`config.mk`:
```
export PLATFORM = sky130hd
export DESIGN_NAME = eth_link_monitor
export DESIGN_NICKNAME = d
export VERILOG_FILES = /design/src/rtl/eth_pkg.sv /design/src/rtl/eth_stable_timer.sv /design/src/rtl/eth_link_monitor.sv
export SDC_FILE = /design/constraint.sdc
export NUM_CORES = 1
export LEC_CHECK = 0
export ABC_CLOCK_PERIOD_IN_PS = 3800
export BUFFER_PORTS_ARGS = -buffer_cell sky130_fd_sc_hd__clkbuf_2
export CAP_MARGIN = 10
export CORE_MARGIN = 3
export CORE_UTILIZATION = 42
export CTS_CLUSTER_SIZE = 30
export DETAILED_ROUTE_END_ITERATION = 8
export GPL_TIMING_DRIVEN = 0
export PLACE_DENSITY_LB_ADDON = 0.2
export SYNTH_ARGS = -nofsm -noshare
export SYNTH_HDL_FRONTEND = slang
export SYNTH_HIERARCHICAL = 1
export SYNTH_SLANG_ARGS = --single-unit
```
`constraint.sdc`:
```
create_clock -name clk -period 3.8 [get_ports clk]
set_input_delay 0.76 -clock clk [delete_from_list [all_inputs] [get_ports clk]]
set_output_delay 0.76 -clock clk [all_outputs]
set_load 0.01 [all_outputs]
```
`src/rtl/eth_pkg.sv`:
```
// Shared encodings for the Ethernet link monitor: PHY speed codes and monitor states.
package eth_pkg;

  typedef enum logic [1:0] {
    Speed10M     = 2'b00,
    Speed100M    = 2'b01,
    Speed1000M   = 2'b10,
    SpeedInvalid = 2'b11
  } eth_speed_e;

  typedef enum logic [1:0] {
    StDown     = 2'b00,
    StQualUp   = 2'b01,
    StUp       = 2'b10,
    StQualDown = 2'b11
  } eth_state_e;

  function automatic logic link_valid(input logic link, input eth_speed_e speed);
    return link && (speed != SpeedInvalid);
  endfunction

endpackage

```
`src/rtl/eth_stable_timer.sv`:
```
// Qualification window timer: counts enabled cycles, clears on demand.
// done_o flags that the current cycle, if counted, is the N-th consecutive one.
module eth_stable_timer #(
  parameter int unsigned N = 2
) (
  input  logic clk_i,
  input  logic rst_i,
  input  logic clr_i,
  input  logic en_i,
  output logic done_o
);

  localparam int unsigned CntW = $clog2(N);
  localparam logic [CntW-1:0] Last = CntW'(N - 1);

  logic [CntW-1:0] cnt_q, cnt_d;

  assign done_o = (cnt_q == Last);

  always_comb begin
    cnt_d = cnt_q;
    if (clr_i) begin
      cnt_d = '0;
    end else if (en_i && !done_o) begin
      cnt_d = cnt_q + CntW'(1);
    end
  end

  always_ff @(posedge clk_i) begin
    if (rst_i) begin
      cnt_q <= '0;
    end else begin
      cnt_q <= cnt_d;
    end
  end

endmodule

```
`src/rtl/eth_link_monitor.sv`:
```
// Debounces the MDIO-polled PHY link/speed into a qualified link with MAC reset control.
// Define LINK_FLAP_CNT_EN to build the saturating link-loss counter on flap_cnt.
module eth_link_monitor
  import eth_pkg::*;
#(
  parameter int unsigned REF_CLK     = 50,
  parameter int unsigned STABLE_US   = 10000,
  parameter int unsigned MAC_RST_CYC = 16
) (
  input  logic       clk,
  input  logic       rst,
  input  logic       phy_link,
  input  logic [1:0] phy_speed,
  output logic       link_up,
  output logic [1:0] mac_speed,
  output logic       link_event,
  output logic       mac_rst,
  output logic [7:0] flap_cnt
);

  localparam int unsigned WinN  = REF_CLK * STABLE_US;
  localparam int unsigned HoldW = $clog2(MAC_RST_CYC + 1);
  localparam logic [HoldW-1:0] HoldInit = HoldW'(MAC_RST_CYC);

  logic             phy_link_q;
  eth_speed_e       phy_speed_q;
  eth_state_e       state_q, state_d;
  eth_speed_e       cap_q, cap_d;
  eth_speed_e       mac_speed_q, mac_speed_d;
  logic             tmr_clr, tmr_en, tmr_done;
  logic             in_valid, in_match;
  logic             link_up_d;
  logic             link_prev_q, link_event_q;
  logic [HoldW-1:0] hold_q, hold_d;

  assign in_valid = link_valid(phy_link_q, phy_speed_q);
  assign in_match = in_valid && (phy_speed_q == mac_speed_q);

  eth_stable_timer #(
    .N(WinN)
  ) u_timer (
    .clk_i (clk),
    .rst_i (rst),
    .clr_i (tmr_clr),
    .en_i  (tmr_en),
    .done_o(tmr_done)
  );

  always_comb begin
    state_d     = state_q;
    cap_d       = cap_q;
    mac_speed_d = mac_speed_q;
    tmr_clr     = 1'b0;
    tmr_en      = 1'b0;
    case (state_q)
      StDown: begin
        tmr_clr = 1'b1;
        if (in_valid) begin
          state_d = StQualUp;
          cap_d   = phy_speed_q;
        end
      end
      StQualUp: begin
        if (!in_valid) begin
          state_d = StDown;
          tmr_clr = 1'b1;
        end else if (phy_speed_q != cap_q) begin
          // A new valid speed restarts qualification from scratch.
          cap_d   = phy_speed_q;
          tmr_clr = 1'b1;
        end else if (tmr_done) begin
          state_d     = StUp;
          mac_speed_d = cap_q;
          tmr_clr     = 1'b1;
        end else begin
          tmr_en = 1'b1;
        end
      end
      StUp: begin
        tmr_clr = 1'b1;
        if (!in_match) begin
          state_d = StQualDown;
        end
      end
      StQualDown: begin
        if (in_match) begin
          state_d = StUp;
          tmr_clr = 1'b1;
        end else if (tmr_done) begin
          state_d = StDown;
          tmr_clr = 1'b1;
        end else begin
          tmr_en = 1'b1;
        end
      end
      default: begin
        state_d = StDown;
        tmr_clr = 1'b1;
      end
    endcase
  end

  assign link_up   = (state_q == StUp) || (state_q == StQualDown);
  assign link_up_d = (state_d == StUp) || (state_d == StQualDown);

  always_comb begin
    hold_d = hold_q;
    if (!link_up_d) begin
      hold_d = '0;
    end else if (!link_up) begin
      hold_d = HoldInit;
    end else if (hold_q != '0) begin
      hold_d = hold_q - HoldW'(1);
    end
  end

  always_ff @(posedge clk) begin
    if (rst) begin
      phy_link_q   <= 1'b0;
      phy_speed_q  <= Speed10M;
      state_q      <= StDown;
      cap_q        <= Speed10M;
      mac_speed_q  <= Speed10M;
      link_prev_q  <= 1'b0;
      link_event_q <= 1'b0;
      hold_q       <= '0;
    end else begin
      phy_link_q   <= phy_link;
      phy_speed_q  <= eth_speed_e'(phy_speed);
      state_q      <= state_d;
      cap_q        <= cap_d;
      mac_speed_q  <= mac_speed_d;
      link_prev_q  <= link_up;
      link_event_q <= link_up ^ link_prev_q;
      hold_q       <= hold_d;
    end
  end

  assign mac_speed  = mac_speed_q;
  assign link_event = link_event_q;
  assign mac_rst    = !link_up || (hold_q != '0);

`ifdef LINK_FLAP_CNT_EN
  logic [7:0] flap_q;

  always_ff @(posedge clk) begin
    if (rst) begin
      flap_q <= 8'd0;
    end else if ((state_q == StQualDown) && (state_d == StDown) && (flap_q != 8'hFF)) begin
      flap_q <= flap_q + 8'd1;
    end
  end

  assign flap_cnt = flap_q;
`else
  assign flap_cnt = 8'd0;
`endif

endmodule

```
==> impl_metrics.json <==
{
  "outcome": "completed",
  "critPathTopFamily": "simple AND/OR/NAND/NOR gates",
  "dp_hpwl_um": 2640,
  "clkTransAtPathRegs_ns": 0.07,
  "pwr-share-clk_pct": 44.9,
  "layout-drive-gt1-share_pct": 18.0,
  "clkLatencyLatePin_ns": 0.29,
  "p_int_uw": 584,
  "setup-tns-final_ns": 0,
  "vias_per_cell": 5.46,
  "period_share_pct": 92.1,
  "totalWireLength_um": 3760,
  "p_comb_share_pct": 5.4,
  "cap_viol_max_count": 0,
  "root_buffer": "clkbuf_8",
  "synth_top_family_by_area": "simple AND/OR/NAND/NOR gates",
  "synth_adder_area_share_pct": 1.31,
  "switching_share_pct": 22.4,
  "arrival_ns": 3.67,
  "cp_max_fo": 10,
  "dr.pass1.iters": 4,
  "synth_compound_area_share_pct": 16.2,
  "clk_path_buf_depth": 2,
  "max-vdd-ir-drop_v": 0.000220,
  "setup-violations-final": 0,
  "hold_viol": 0,
  "setup.worst_path.start": "u_timer/cnt_q[1]",
  "grt_usage_pct": 15.4,
  "fmax_ghz": 0.286,
  "ys_warn_count": 6,
  "cp-end-kind": "flop",
  "drc": 0,
  "die_h_um": 73.3,
  "numCtsBuffers": 5,
  "period_needed_ns": 3.50,
  "nets": 251,
  "cts_tree": "built",
  "ant_nets": 0,
  "pwr_density_cell_mw_per_mm2": 350,
  "regToRegSetupSlack_ns": 0.30,
  "cts_sinks": 35,
  "fillers": 398,
  "slew_viol_final": 0,
  "p_leak_nw": 0.764,
  "rr_startpoint": "u_timer/cnt_q[1]",
  "fin_ws_ns": 0.301,
  "port_buffers": 9,
  "die_area_mm2": 0.00538,
  "setup.worst_path.start_class": "flop",
  "grt_pass1_vias": 1457,
  "critPathKind": "flop to flop",
  "final_common_cell": "dfxtp_1",
  "timing.hold.ws_ns": 0.484,
  "fp-row-count": 23,
  "grt_pass1_wl_um": 6530,
  "cts_setup_buffers": 0,
  "hp-class": "flop to flop",
  "postSynthCellCount": 221,
  "min_path_cells": 2,
  "cp_num_buf_inv": 2,
  "start_util_pct": 45.6,
  "synth_flop_cell": "dfxtp_1",
  "required_ns": 3.97,
  "worst_r2r_path_depth": 11,
  "synth_cell_types": 50,
  "num_vias": 1610,
  "syn_area_mm2": 0.00190,
  "cts-resized-gates": 0,
  "p_total_uw": 753,
  "hp-start": "u_timer/cnt_q[17]",
  "rsz0062_at_grt": "false",
  "dp_slack_ns": 0.332,
  "avgSynthCellArea_um2": 8.61,
  "die_w_um": 73.3,
  "netSwitchingPower_uw": 169,
  "crit_top_cell": "clkbuf_1",
  "final_cell_mix": "dfxtp_1, a21oi_1, nand2_1, nor2_1, or3_1",
  "synthMuxAreaShare_pct": 3.22,
  "h-tree-depth": 2,
  "ios": 18,
  "routedWlPerCell_um": 12.7,
  "first_iter_violations": 81,
  "ctsHoldBuffers": 0,
  "yosys.area_share.simple_pct": 32.0,
  "seq_power_share_pct": 49.7,
  "grt_overflow": 0,
  "grt_max_degree": 13,
  "antenna_found_initial": 0,
  "synth-xor-area-share_pct": 3.68,
  "synth_edf_count": 0,
  "path_cells": "ha_1, or4b_4, or3_1, nor3_2, nor2b_1, and2_1, a31oi_1, or2_2, clkbuf_1, clkbuf_1, nor2_1",
  "skew_ns": 0.00194,
  "diodes": 0,
  "cpPeakStageDelay_ns": 0.51,
  "fp.coreArea_mm2": 0.00417,
  "crit_slowest_cell": "or4b_4",
  "gp_congestion": 0.809,
  "ys_ff_latch": 35,
  "cp.depth": 11,
  "area_delta_synth_final_pct": 13.0,
  "postSynth.asyncResetShare_pct": 0,
  "seq_area_frac_synth_pct": 36.8
}
## logic make-up (layout without fill, tap and decap cells)
kind of cell	after synthesis	in the layout
simple gates	100	100
other cells	1	8
fa+ha+maj	2	2
mux	6	6
buf+inv	24	41
compound gates	45	45
xor+xnor	8	8
flops	35	35
## power by group through the flow
stage	Clock, mW	Sequential [mW]	Combinational [mW]
2_1_floorplan	0	0.382	0.0333
3_3_place_gp	0	0.383	0.0402
3_5_place_dp	0	0.383	0.0406
4_1_cts	0.348	0.374	0.0408
5_1_grt	0.365	0.375	0.0457
6_report	0.338	0.374	0.0410
## cells in the mapped netlist (2+ instances only)
master	n	area, um^2
inv_1	6	22.5
xor2_1	5	43.8
nor4b_2	2	30.0
a21oi_1	18	90.1
o31ai_1	4	30.0
nand2b_1	2	12.5
xnor2_1	3	26.3
and2_1	2	12.5
buf_4	8	60.1
and3_1	4	25.0
nand3_1	8	40.0
mux2i_1	5	50.1
or4_1	3	22.5
nand2_1	16	60.1
buf_2	4	20.0
o21ai_0	10	50.1
nor2_1	16	60.1
nor3_1	10	50.1
dfxtp_1	35	701
nand4_1	5	31.3
and4_1	2	17.5
a31oi_1	3	18.8
nor2b_1	7	43.8
or3_1	11	68.8
ha_1	2	25.0
clkbuf_1	6	22.5
## worst paths after layout
kind                       endpoint
setup / recovery   u_timer/cnt_q[6]
hold / removal    u_timer/cnt_q[17]
setup reg to reg   u_timer/cnt_q[6]
hold reg to reg   u_timer/cnt_q[17]
## stage by stage
stage | cell area, um^2 | std cells | utilization [%]
final | 2150 | 295 | 51.5
after global routing | 2150 | 295 | 51.5
after floorplan | 1930 | 228 | -
after global placement | 2040 | 287 | 48.8
after CTS | 2150 | 295 | 51.5
after detailed placement | 2040 | 287 | 48.8
## worst min-delay path: stages (launching register included)
cell and delay (ns):
dfxtp_1 0.32, o31ai_1 0.06, a21oi_1 0.06
## final cells by class
cell class	count	area [um^2]	area share [%]
plain buffers	18	103	4.77
inverters	6	22.5	1.05
clock inverters	3	43.8	2.04
clock buffers	5	68.8	3.20
flip-flops and latches	35	701	32.6
repair buffers	9	45.0	2.10
well taps	50	62.6	2.91
multi-input cells	169	1100	51.3
## metal layers
layer | GRT usage, % | up-vias | wire length [um]
met5 | 0 | - | 0
li1 | - | 830 | -
met2 | 23.8 | 34 | 1690
met3 | 3.83 | 5 | 169
met1 | 20.4 | 741 | 1840
met4 | 6.64 | 0 | 56
## state kept, by name, indices dropped and copies added, names as in the netlist
| register | flops |
|---|---|
| cap_q | 2 |
| u_timer/cnt_q | 19 |
| phy_speed_q | 2 |
| link_prev_q | 1 |
| phy_link_q | 1 |
| hold_q | 5 |
| link_event | 1 |
| state_q | 2 |
| mac_speed | 2 |
(Power assumes the default switching activity.)
